<file path="config.mk">
export PLATFORM = sky130hd
export DESIGN_NAME = bcd_display_scan_ctrl
export DESIGN_NICKNAME = d
export VERILOG_FILES = /design/src/rtl/bcd_display_scan_ctrl.sv
export SDC_FILE = /design/constraint.sdc
export NUM_CORES = 1
export LEC_CHECK = 0
export ABC_AREA = 1
export CAP_MARGIN = 0
export CORE_MARGIN = 8
export CORE_UTILIZATION = 40
export DETAILED_ROUTE_END_ITERATION = 12
export GPL_ROUTABILITY_DRIVEN = 0
export PLACE_DENSITY_LB_ADDON = 0.05
export SLEW_MARGIN = 0
export SYNTH_ARGS = -nofsm -noshare
export SYNTH_HDL_FRONTEND = slang
export SYNTH_SLANG_ARGS = --single-unit
export TNS_END_PERCENT = 10
</file>
<file path="constraint.sdc">
create_clock -name clk -period 1.8 [get_ports clk]
set_input_delay 0.27 -clock clk [delete_from_list [all_inputs] [get_ports clk]]
set_output_delay 0.27 -clock clk [all_outputs]
set_load 0.1 [all_outputs]
</file>
<file path="src/rtl/bcd_display_scan_ctrl.sv">
// bcd_display_scan_ctrl
// Time-multiplexes one shared BCD seven-segment decoder across NUM_DIGITS
// common-anode digits. A shadow register takes new BCD values at any time;
// they reach the display register only on a frame boundary, so a frame never
// shows a mix of old and new digits. Each digit slot starts with a few dead
// cycles (all digits off) to suppress ghosting.
//
// Optional feature: define BCD_SCAN_LEADING_ZERO_BLANK_EN to keep leading-zero
// digits (k>0, with every digit from k upwards equal to 0) dark.
module bcd_display_scan_ctrl #(
  parameter int NUM_DIGITS  = 2,
  parameter int PRESCALE    = 50000,
  parameter int DEAD_CYCLES = 2
) (
  input  logic                    clk,
  input  logic                    rst_n,
  input  logic                    enable,
  input  logic                    load,
  input  logic [4*NUM_DIGITS-1:0] bcd_in,
  output logic                    pending,
  output logic [3:0]              dec_x,
  output logic [NUM_DIGITS-1:0]   dig_en_n,
  output logic                    frame_done
);

  localparam int CNT_W = $clog2(PRESCALE);
  localparam int IDX_W = (NUM_DIGITS > 1) ? $clog2(NUM_DIGITS) : 1;
  localparam int BCD_W = 4 * NUM_DIGITS;
  localparam logic [CNT_W-1:0] CNT_LAST = CNT_W'(PRESCALE - 1);
  localparam logic [CNT_W-1:0] CNT_DEAD = CNT_W'(DEAD_CYCLES);
  localparam logic [IDX_W-1:0] IDX_LAST = IDX_W'(NUM_DIGITS - 1);
  localparam bit HAS_DEAD = (DEAD_CYCLES > 0);

  typedef enum logic [1:0] {
    IDLE = 2'd0,
    DEAD = 2'd1,
    ON   = 2'd2
  } state_t;

  state_t             state_reg, state_next;
  logic [CNT_W-1:0]   cnt_reg, cnt_next, cnt_inc;
  logic [IDX_W-1:0]   idx_reg, idx_next;
  logic [BCD_W-1:0]   shadow_reg, shadow_next;
  logic [BCD_W-1:0]   display_reg, display_next;
  logic               pending_reg, pending_next;
  logic [3:0]         dec_x_reg, dec_x_next;
  logic [NUM_DIGITS-1:0] dig_en_n_reg, dig_en_n_next;
  logic               frame_done_reg, frame_done_next;

  // Per-digit view of the display value that will be active next cycle.
  logic [3:0]            nib [NUM_DIGITS];
  logic [NUM_DIGITS-1:0] show;

  // Nibble extraction and per-digit visibility (invalid codes stay dark).
  generate
    for (genvar gi = 0; gi < NUM_DIGITS; gi++) begin : g_digit
      assign nib[gi] = display_next[4*gi +: 4];
`ifdef BCD_SCAN_LEADING_ZERO_BLANK_EN
      if (gi == 0) begin : g_lsd
        assign show[gi] = (nib[gi] <= 4'd9);
      end else begin : g_upper
        assign show[gi] = (nib[gi] <= 4'd9) && (|display_next[BCD_W-1:4*gi]);
      end
`else
      assign show[gi] = (nib[gi] <= 4'd9);
`endif
    end
  endgenerate

  // Scan state register: FSM state, slot counter and digit index.
  always_ff @(posedge clk or negedge rst_n) begin
    if (!rst_n) begin
      state_reg <= IDLE;
      cnt_reg   <= '0;
      idx_reg   <= '0;
    end else begin
      state_reg <= state_next;
      cnt_reg   <= cnt_next;
      idx_reg   <= idx_next;
    end
  end

  // Next-state logic: slot timing, dead-time phase and digit rotation.
  always_comb begin
    state_next = state_reg;
    cnt_next   = cnt_reg;
    idx_next   = idx_reg;
    cnt_inc    = cnt_reg + CNT_W'(1);
    if (!enable) begin
      state_next = IDLE;
      cnt_next   = '0;
      idx_next   = '0;
    end else begin
      case (state_reg)
        IDLE: begin
          cnt_next   = '0;
          idx_next   = '0;
          state_next = HAS_DEAD ? DEAD : ON;
        end
        default: begin
          if (cnt_reg == CNT_LAST) begin
            cnt_next   = '0;
            idx_next   = (idx_reg == IDX_LAST) ? '0 : idx_reg + IDX_W'(1);
            state_next = HAS_DEAD ? DEAD : ON;
          end else begin
            cnt_next   = cnt_inc;
            state_next = (cnt_inc < CNT_DEAD) ? DEAD : ON;
          end
        end
      endcase
    end
  end

  // Load path: frame_done_reg marks the current cycle as the frame boundary.
  always_comb begin
    shadow_next  = shadow_reg;
    display_next = display_reg;
    pending_next = pending_reg;
    if (load && frame_done_reg) begin
      // Boundary load goes straight to the display; nothing is left pending.
      display_next = bcd_in;
      pending_next = 1'b0;
    end else if (load) begin
      shadow_next  = bcd_in;
      pending_next = 1'b1;
    end else if (pending_reg && (frame_done_reg || state_reg == IDLE)) begin
      display_next = shadow_reg;
      pending_next = 1'b0;
    end
  end

  // Shadow/display double buffer registers.
  always_ff @(posedge clk or negedge rst_n) begin
    if (!rst_n) begin
      shadow_reg  <= '0;
      display_reg <= '0;
      pending_reg <= 1'b0;
    end else begin
      shadow_reg  <= shadow_next;
      display_reg <= display_next;
      pending_reg <= pending_next;
    end
  end

  // Output decode from next state so registered outputs line up with the state.
  always_comb begin
    dig_en_n_next   = '1;
    dec_x_next      = 4'd0;
    frame_done_next = 1'b0;
    if (state_next != IDLE) begin
      dec_x_next = nib[idx_next];
      if (state_next == ON && show[idx_next]) begin
        dig_en_n_next[idx_next] = 1'b0;
      end
      frame_done_next = (idx_next == IDX_LAST) && (cnt_next == CNT_LAST);
    end
  end

  // Output registers: digit enables and decoder nibble switch on the same edge.
  always_ff @(posedge clk or negedge rst_n) begin
    if (!rst_n) begin
      dig_en_n_reg   <= '1;
      dec_x_reg      <= 4'd0;
      frame_done_reg <= 1'b0;
    end else begin
      dig_en_n_reg   <= dig_en_n_next;
      dec_x_reg      <= dec_x_next;
      frame_done_reg <= frame_done_next;
    end
  end

  assign pending    = pending_reg;
  assign dec_x      = dec_x_reg;
  assign dig_en_n   = dig_en_n_reg;
  assign frame_done = frame_done_reg;

endmodule

</file>
== Yosys cells after proc, flatten, opt, wreduce, memory -nomap -nowiden ==
Index checks and enable logic that the tools add are counted.

* $add $sub $neg: 2
* $lt $le $gt $ge: 6
* Eq/ne operators: 3
* Muxes and demuxes: 28
* Bitwise operators: 3
* Reductions and logical operators: 10

{| class="wikitable"
|+ Operators with widths
! operator !! count
|-
| 16-bit 2-to-1 mux || 3
|-
| 16-bit equality test, second input constant || 2
|-
| 8-bit 2-to-1 mux || 3
|-
| 16-bit by 1-bit adder with 16-bit output, second input constant || 1
|-
| 16-bit by 2-bit less-than comparator with 1-bit output, second input constant || 1
|-
| 4-bit 2-to-1 mux || 4
|-
| 2-bit 2-to-1 mux || 6
|-
| 1-bit 2-to-1 mux || 11
|-
| 4-bit <= comparator, second input constant || 2
|-
| 1-bit logical AND || 5
|-
| 3-bit nonzero test || 1
|-
| 2-bit equality test, second input constant || 1
|-
| 2-bit >= comparator, second input constant || 1
|-
| 2-bit logical NOT || 1
|-
| 1-bit by 2-bit less-than comparator with 1-bit output, second input constant || 1
|-
| 1-bit NOT with 2-bit output || 1
|-
| 2-bit NOT || 1
|-
| 2-bit AND reduction || 1
|-
| 2-bit nonzero test || 1
|-
| 1-bit adder, second input constant || 1
|-
| 1-bit demux with 1-bit select || 1
|-
| 1-bit >= comparator, second input constant || 1
|-
| 1-bit logical OR || 1
|-
| 1-bit NOT || 1
|}

* Register bits after elaboration: 43
* Bits of input ports: 12
* Word-level logic and storage cells: 61

== Depth between registers and ports, before layout ==
Gate-level depths: netlist of run 1.

* Word-level depth: 12
* Gate-level depth with buffers: 13
* Gate-level depth less buffers: 13

== Least setup slack after synthesis of run 1 ==
OpenSTA, ideal clock, no wires.

* Path type: flip-flop to flip-flop
* Start point: reg frame_done_reg (netlist: frame_done)
* End point: reg dec_x_reg[0] (netlist: dec_x[0])
* Library setup time: 0.131 ns
* Arrival: 1.889 ns
* Required time: 1.669 ns
* Path slack: -0.220 ns
* Cell stages (with the launch flop): 8
* Clock period less this slack: 2.020 ns
* Cells stage by stage: dfrtp_1 > inv_1 > nand2_1 > nand2_1 > buf_2 > or2_2 > a22oi_1 > o22ai_1

* Longest elaborated chain between the ends: 9
* Elaborated cells on any way between the ends: 10
* Those cells by class: mux (7); reduce/logical (3)

{| class="wikitable"
|+ Ends and longest elaborated chain
! what !! line !! RTL
|-
| from (decl) || 48 || <nowiki>logic frame_done_reg, frame_done_next;</nowiki>
|-
| from (signal assigned) || 168 || <nowiki>frame_done_reg <= frame_done_next;</nowiki>
|-
| 1-bit logical OR || 126 || <nowiki>end else if (pending_reg && (frame_done_reg || state_reg == IDLE)) begin</nowiki>
|-
| 1-bit logical AND || 126 ||
|-
| 8-bit 2-to-1 mux || 126 ||
|-
| 8-bit 2-to-1 mux || 123 || <nowiki>end else if (load) begin</nowiki>
|-
| 8-bit 2-to-1 mux * || 119 || <nowiki>if (load && frame_done_reg) begin</nowiki>
|-
| 4-bit 2-to-1 mux (implied by the code) * (3 in series) || 151 || <nowiki>dec_x_next = nib[idx_next];</nowiki>
|-
| 4-bit 2-to-1 mux * || 150 || <nowiki>if (state_next != IDLE) begin</nowiki>
|-
| via dec_x_next[0] || 46 || <nowiki>logic [3:0] dec_x_reg, dec_x_next;</nowiki>
|-
| to (signal assigned) || 167 || <nowiki>dec_x_reg <= dec_x_next;</nowiki>
|-
| to (decl) || 46 ||
|}

The timed path passes the listed nets; every way through them passes the cells marked *. The select of a mux whose other input is x is not followed.
A chain may end at the register's enable or synchronous reset.

== Worst setup path after layout of run 1 ==
* Start point: reg cnt_reg[1]
* End point: reg dig_en_n_reg[0] (netlist: dig_en_n[0])

* Elaborated cells on any way between the ends: 23
* Those cells by class: add/sub (1); order compare (3); eq/ne (2); mux (13); bitwise (1); reduce/logical (3)

{| class="wikitable"
|+ RTL lines
! what !! line !! RTL
|-
| from (decl) || 41 || <nowiki>logic [CNT_W-1:0] cnt_reg, cnt_next, cnt_inc;</nowiki>
|-
| from (signal assigned) || 78 || <nowiki>cnt_reg <= cnt_next;</nowiki>
|-
| 16-bit by 1-bit adder with 16-bit output || 88 || <nowiki>cnt_inc = cnt_reg + CNT_W'(1);</nowiki>
|-
| 16-bit by 2-bit less-than comparator with 1-bit output || 107 || <nowiki>state_next = (cnt_inc < CNT_DEAD) ? DEAD : ON;</nowiki>
|-
| 2-bit 2-to-1 mux || 107 ||
|-
| 2-bit 2-to-1 mux * || 101 || <nowiki>if (cnt_reg == CNT_LAST) begin</nowiki>
|-
| 2-bit 2-to-1 mux * || 94 || <nowiki>case (state_reg)</nowiki>
|-
| 2-bit 2-to-1 mux * || 89 || <nowiki>if (!enable) begin</nowiki>
|-
| via state_next[1] || 40 || <nowiki>state_t state_reg, state_next;</nowiki>
|-
| 2-bit equality test || 152 || <nowiki>if (state_next == ON && show[idx_next]) begin</nowiki>
|-
| 1-bit logical AND || 152 ||
|-
| 2-bit 2-to-1 mux || 152 ||
|-
| 2-bit 2-to-1 mux * || 150 ||
|-
| via dig_en_n_next[0] || 47 || <nowiki>logic [NUM_DIGITS-1:0] dig_en_n_reg, dig_en_n_next;</nowiki>
|-
| to (signal assigned) || 166 || <nowiki>dig_en_n_reg <= dig_en_n_next;</nowiki>
|-
| to (decl) || 47 ||
|}

Marks and branches as above.

==> results of run 1 <==
[cell families (layout without fill, tap and decap cells)]
family / Yosys count / in the layout / synth area share (%)
adder cells (fa/ha/maj): 1 / 1 / 0.5558
AND/OR/NAND/NOR: 168 / 168 / 34.24
AO/OA/AOI/OAI: 25 / 25 / 6.448
XOR/XNOR: 1 / 1 / 0.3892
multiplexers: 7 / 7 / 3.502
buffers and inverters: 41 / 88 / 6.948
flip-flops: 43 / 43 / 47.92
[timing repair]
item | 4_1_cts | 5_1_grt
endpoints found under the setup margin | 0 | 19
gates resized for setup | 0 | 25
buffers inserted | 0 | 2
[worst max-delay path, delay by kind of cell, from the launching register on]
family	cells	cell delay, ps
flops	1	400
simple gates	11	1070
buf+inv	1	140
[power breakdown]
| part | internal [mW] | total (mW) | leakage, nW | switching, mW |
|---|---|---|---|---|
| Sequential | 1.06 | 1.09 | 0.544 | 0.0352 |
| Clock | 0.555 | 0.892 | 0.0654 | 0.338 |
| Combinational | 0.159 | 0.471 | 0.714 | 0.312 |
| Total | 1.77 | 2.45 | 1.32 | 0.685 |
[routing by layer]
metal	GRT usage, %	vias to the layer above	part of all wire [%]
met5	0	-	0
met4	3.683	0	1.1
met3	3.621	7	4.0
met2	19.59	37	42
met1	19.64	915	53
li1	-	1015	-
[final timing paths]
check	cells after the start	startpoint	slack, ps	to
worst max-delay path	12	cnt_reg[1]	90	dig_en_n[0]
worst min-delay path	2	rst_n	30	cnt_reg[12]
worst max register to register	12	cnt_reg[1]	90	dig_en_n[0]
worst min register to register	1	shadow_reg[0]	500	shadow_reg[0]
max in group asynchronous	2	rst_n	1340	cnt_reg[2]
min in group clk	1	shadow_reg[0]	500	shadow_reg[0]
[layout make-up]
type,instances,area [µm²]
Inverter,39,146.4
Clock buffer,6,72.57
Sequential cell,43,1084
Fill cell,552,2561
Multi-Input combinational cell,202,1087
Timing Repair Buffer,41,371.6
Tap cell,72,90.09
Clock inverter,2,60.06
[through the flow]
step	hold slack, ps	cell area (µm²)
after floorplan	-25.59	2253
after global placement	388.1	2686
after detailed placement	385.0	2686
after CTS	58.73	2819
after global routing	75.58	2912
final	25.81	2912
[cells in the final DEF, fill, tap and decap left out, types with 2 or more instances in the layout]
master,n
dfrtp_2,4
o21ai_0,8
clkbuf_8,5
nand2_1,65
a21oi_1,9
dfstp_2,2
clkdlybuf4s50_1,10
nand3_2,3
buf_4,26
inv_1,38
o211ai_1,2
nor2_1,34
nor2_2,10
nor4_1,2
nand2_2,11
buf_12,3
nor2_4,5
nand3_1,24
nand4_1,11
dfrtp_1,37
mux2_2,7
bufinv_16,2
==> flow_summary_export.csv, run 1 <==
group,metric,value,unit
routing,viasPerCell,4.874,
timing,finalCriticalPeriod,1712,ps
placed_design,place_inst,395,
logic_synthesis,ys.warnings.count,0,
logic_synthesis,yosys-top-cells-count,"74 x nand2_1, 41 x dfrtp_1, 41 x nor2_1",
logic_synthesis,synthesis.nets,299,
critical_path,cpPeakStageDelay,400,ps
grt,globalRouteOverflowTotal,0,
timing,worst_pin_slew,559.3,ps
power,irDropWorstVdd,0.0004241,V
timing,fin_setup_tns,0,ps
logic_synthesis,synth.most_common_cell,"nand2_1",
placed_design,pre_cts_ws,-64.33,ps
cells_and_area,nNetsFinal,345,
critical_path,worstSetupPathType,"flip-flop to flip-flop",
die,rows,27,
logic_synthesis,synth-edff-count,0,
die,io_pins,20,
hold_path,hp-class,"input port to async pin",
critical_path,critPathLaunchType,"flip-flop",
grt,grt_usage,13.66,%
clock_tree,clockBufferDepth,2,
power,leakagePower,1.323,nW
clock_tree,root_buffer,"clkbuf_8",
logic_synthesis,yosysTopAreaCell,"dfrtp_1",
timing,hold_viol_final,0,
clock_tree,clkSlewWorstSetupHoldPaths,90,ps
logic_synthesis,synth_cells,286,
critical_path,cp-end-kind,"flip-flop",
routing,wirelength,5.321,mm
die,dieHeight,91.02,µm
grt,grt_max_degree,44,
timing,setup_viol,0,
die,die_area,8284,µm²
logic_synthesis,synth_top_area_share,45.58,%
power,power.density,842.9,nW/µm²
critical_path,slowest_stage,"dfrtp_1",
critical_path,critPathMostFrequentCell,"nand2_1",
routing,drc,0,
routing,routedWlPerCell,13.14,µm
die,start_util,41.13,%
die,coreArea,5473,µm²
logic_synthesis,ys_types,28,
grt,antenna_found_initial,0,
critical_path,cp.required,2010,ps
critical_path,arrival,1920,ps
clock_tree,cts_sinks,43,
clock_tree,numCtsBuffers,5,
cells_and_area,largest_reg_flops,16,
job,max_cap_violations,0,
timing,fmax,584.2,MHz
outcome,status,"complete, no violations",
die,die_w,91.02,µm
cells_and_area,area_delta_synth_final,29.35,%
clock_tree,ctsHoldBuffers,0,
cells_and_area,drive_above_1_share,26.13,%
cells_and_area,diodes,0,
logic_synthesis,yosysSeqAreaShare,47.92,%
timing,fin_worst_skew,10.42,ps
placed_design,place_hpwl,4.080,mm
critical_path,cp_cell_sequence,"buf_4 > nand2_1 > nor2_4 > nand2_4 > nor2_1 > nand2_1 > nand2_2 > nor2_1 > nand2_1 > nor2_2 > nor2_2 > nand4_1",
timing,setup_slack,88.31,ps
routing,drt_first_pass_iters,4,
routing,via_count,1974,
logic_synthesis,async_flop_share,100.0,%
timing,rsz0062_at_grt,"yes",
clock_tree,cts_tree,"built",
logic_synthesis,synth_seq_cells,43,
timing,slew_headroom,62.71,%
power,p_total,2.454,mW
placed_design,io_buffers,19,
logic_synthesis,yosys-top-cells-area,"dfrtp_1 46%, nand2_1 12%, nor2_1 6.8%",
timing,fin_crit_sh,95.09,%
logic_synthesis,syn_area_per_cell,7.870,µm²
routing,postRouteAntennaNets,0,
timing,slew_viol_final,0,
clock_tree,cts_max_level,2,
clock_tree,insertion_delay,300,ps
cells_and_area,final_util,53.20,%
cells_and_area,final_cells,405,
routing,drtIter0Drc,93,
logic_synthesis,synth_area,2251,µm²
grt,grt_pass1_vias,1911,
grt,grt_pass1_wl,9.321,mm
critical_path,crit_path_max_fanout,6,
logic_synthesis,synth_ff_type,"dfrtp_1",
(Power assumes the default switching activity.)
==> inputs of run 2 (changes only) <==
- CORE_MARGIN: 8 -> not set
- GPL_ROUTABILITY_DRIVEN: 0 -> not set
- SETUP_SLACK_MARGIN: not set -> 0.5
==> run 2 against run 1 <==
Global-route usage is 6.1 points higher. Maximum frequency grew 1.0%. Critical endpoint unchanged. Via count increased by 0.25%. Routed wire length increased by 2.1%. Critical path depth shrank 3. Sequential power about the same.
==> flow_summary_export.csv, run 2 (synthesis gave the netlist of run 1 again) <==
group,metric,value,unit
routing,viasPerCell,4.886,
timing,fmax,590.1,MHz
cells_and_area,ff_latch_area,1087,µm²
grt,grt_pass1_vias,1852,
timing,setup_slack,105.3,ps
power,switching_share,27.56,%
clock_tree,cts_sinks,43,
die,die_area,5931,µm²
routing,via_count,1979,
routing,postRouteAntennaNets,0,
timing,setup_viol,0,
cells_and_area,nNetsFinal,347,
routing,drc,0,
timing,rsz0062_at_grt,"yes",
grt,antenna_found_initial,0,
power,p_seq_share,44.6,%
critical_path,cp-end-kind,"flip-flop",
timing,slew_headroom,68.62,%
timing,finalCriticalPeriod,1695,ps
cells_and_area,final_common_cell,"nand2_1",
die,coreArea,5270,µm²
grt,grt_pass1_wl,9.080,mm
timing,fin_worst_skew,5.399,ps
cells_and_area,area_delta_synth_final,33.80,%
power,power.density,812.2,nW/µm²
placed_design,io_buffers,19,
clock_tree,insertion_delay,290,ps
timing,fin_crit_sh,94.15,%
grt,globalRouteOverflowTotal,0,
clock_tree,cts_max_level,2,
power,pwr-share-clk,35.8,%
clock_tree,clockBufferDepth,2,
routing,drt_first_pass_iters,4,
cells_and_area,largest_reg_flops,16,
clock_tree,cts_tree,"built",
cells_and_area,final_util,57.15,%
placed_design,gp_congestion,0.8378,
placed_design,place_hpwl,4.078,mm
grt,grt_usage,19.78,%
cells_and_area,most-common-layout-cells,"56 x nand2_1, 38 x dfrtp_1, 33 x nor2_1",
job,max_cap_violations,0,
die,start_util,42.71,%
routing,routedWlPerCell,13.41,µm
critical_path,worstSetupPathType,"flip-flop to flip-flop",
critical_path,cp.required,2030,ps
power,leakagePower,1.332,nW
cells_and_area,drive_above_1_share,31.94,%
cells_and_area,multi_input_area,1145,µm²
die,dieHeight,77.02,µm
power,internal_power,1.772,mW
hold_path,hp-class,"input port to async pin",
cells_and_area,nFillCells,499,
critical_path,crit_path_max_fanout,7,
critical_path,critPathLaunchType,"flip-flop",
die,die_w,77.02,µm
placed_design,pre_cts_ws,69.60,ps
power,irDropWorstVdd,0.0004539,V
timing,slew_viol_final,0,
clock_tree,root_buffer,"clkbuf_8",
grt,grt_max_degree,20,
routing,wirelength,5.433,mm
cells_and_area,diodes,0,
routing,drtIter0Drc,97,
clock_tree,clkSlewWorstSetupHoldPaths,80,ps
power,comb_power_share,19.5,%
outcome,status,"complete, no violations",
power,p_sw,674.1,µW
critical_path,arrival,1930,ps
timing,hold_viol_final,0,
timing,worst_pin_slew,470.7,ps
die,io_pins,20,
clock_tree,numCtsBuffers,5,
die,rows,26,
==> run 2: worst max-delay path: stages (launching register included) <==
cell and delay, ps:
dfrtp_1 400, ha_4 160, nand3_4 120, buf_4 170, nor4_2 140, nand4_1 170
nand3_2 200, buf_6 160, nor2_2 50, nand4_1 70
==> run 2: final timing paths <==
kind	startpoint	endpoint	slack (ps)	depth (start not counted)
worst min-delay path	rst_n	cnt_reg[9]	460	2
worst max-delay path	cnt_reg[0]	dig_en_n[0]	110	9
worst min register to register	shadow_reg[5]	shadow_reg[5]	520	1
min in group clk	shadow_reg[5]	shadow_reg[5]	520	1
worst max register to register	cnt_reg[0]	dig_en_n[0]	110	9
max in group asynchronous	rst_n	dig_en_n[1]	720	3
==> run 2: repair_timing <==
item	CTS	global route
buffers inserted	2	8
hold buffers	1	0
gates resized for setup	13	31
pin swaps	12	14
endpoints found under the hold margin	17	0
endpoints found under the setup margin	34	39
==> run 2: metal layers <==
layer  wire length [µm]  global-route usage, %
met3                219                  3.690
met5                  0                      0
met1               2821                  29.61
met2               2358                  28.93
met4                 33                  5.472
==> run 2: cell type report <==
class,instances,area share [%]
clock buffers,6,2.410
repair buffers,43,13.59
clock inverters,2,1.994
inverters,39,4.985
well taps,70,2.908
flip-flops and latches,43,36.10
multi-input cells,202,38.01
==> run 2: power groups by stage <==
stage	Combinational [mW]	Clock, mW	Sequential [mW]
after floorplan	0.179	0	1.23
after global placement	0.462	0	1.11
final	0.478	0.877	1.09
after global routing	0.519	0.936	1.10
after CTS	0.469	0.892	1.09
after detailed placement	0.465	0	1.11
==> run 2: through the flow <==
| stage | TNS (ps) | hold slack [ps] | instances | total power [mW] | area, µm² |
|---|---|---|---|---|---|
| floorplan | 0 | -25.59 | 286 | 1.411 | 2290 |
| global placement | 0 | 244.9 | 386 | 1.569 | 2671 |
| detailed placement | 0 | 249.1 | 386 | 1.576 | 2671 |
| CTS | 0 | 472.9 | 397 | 2.453 | 2869 |
| global route | -24.14 | 489.5 | 405 | 2.557 | 3012 |
| finish | 0 | 458.1 | 405 | 2.446 | 3012 |
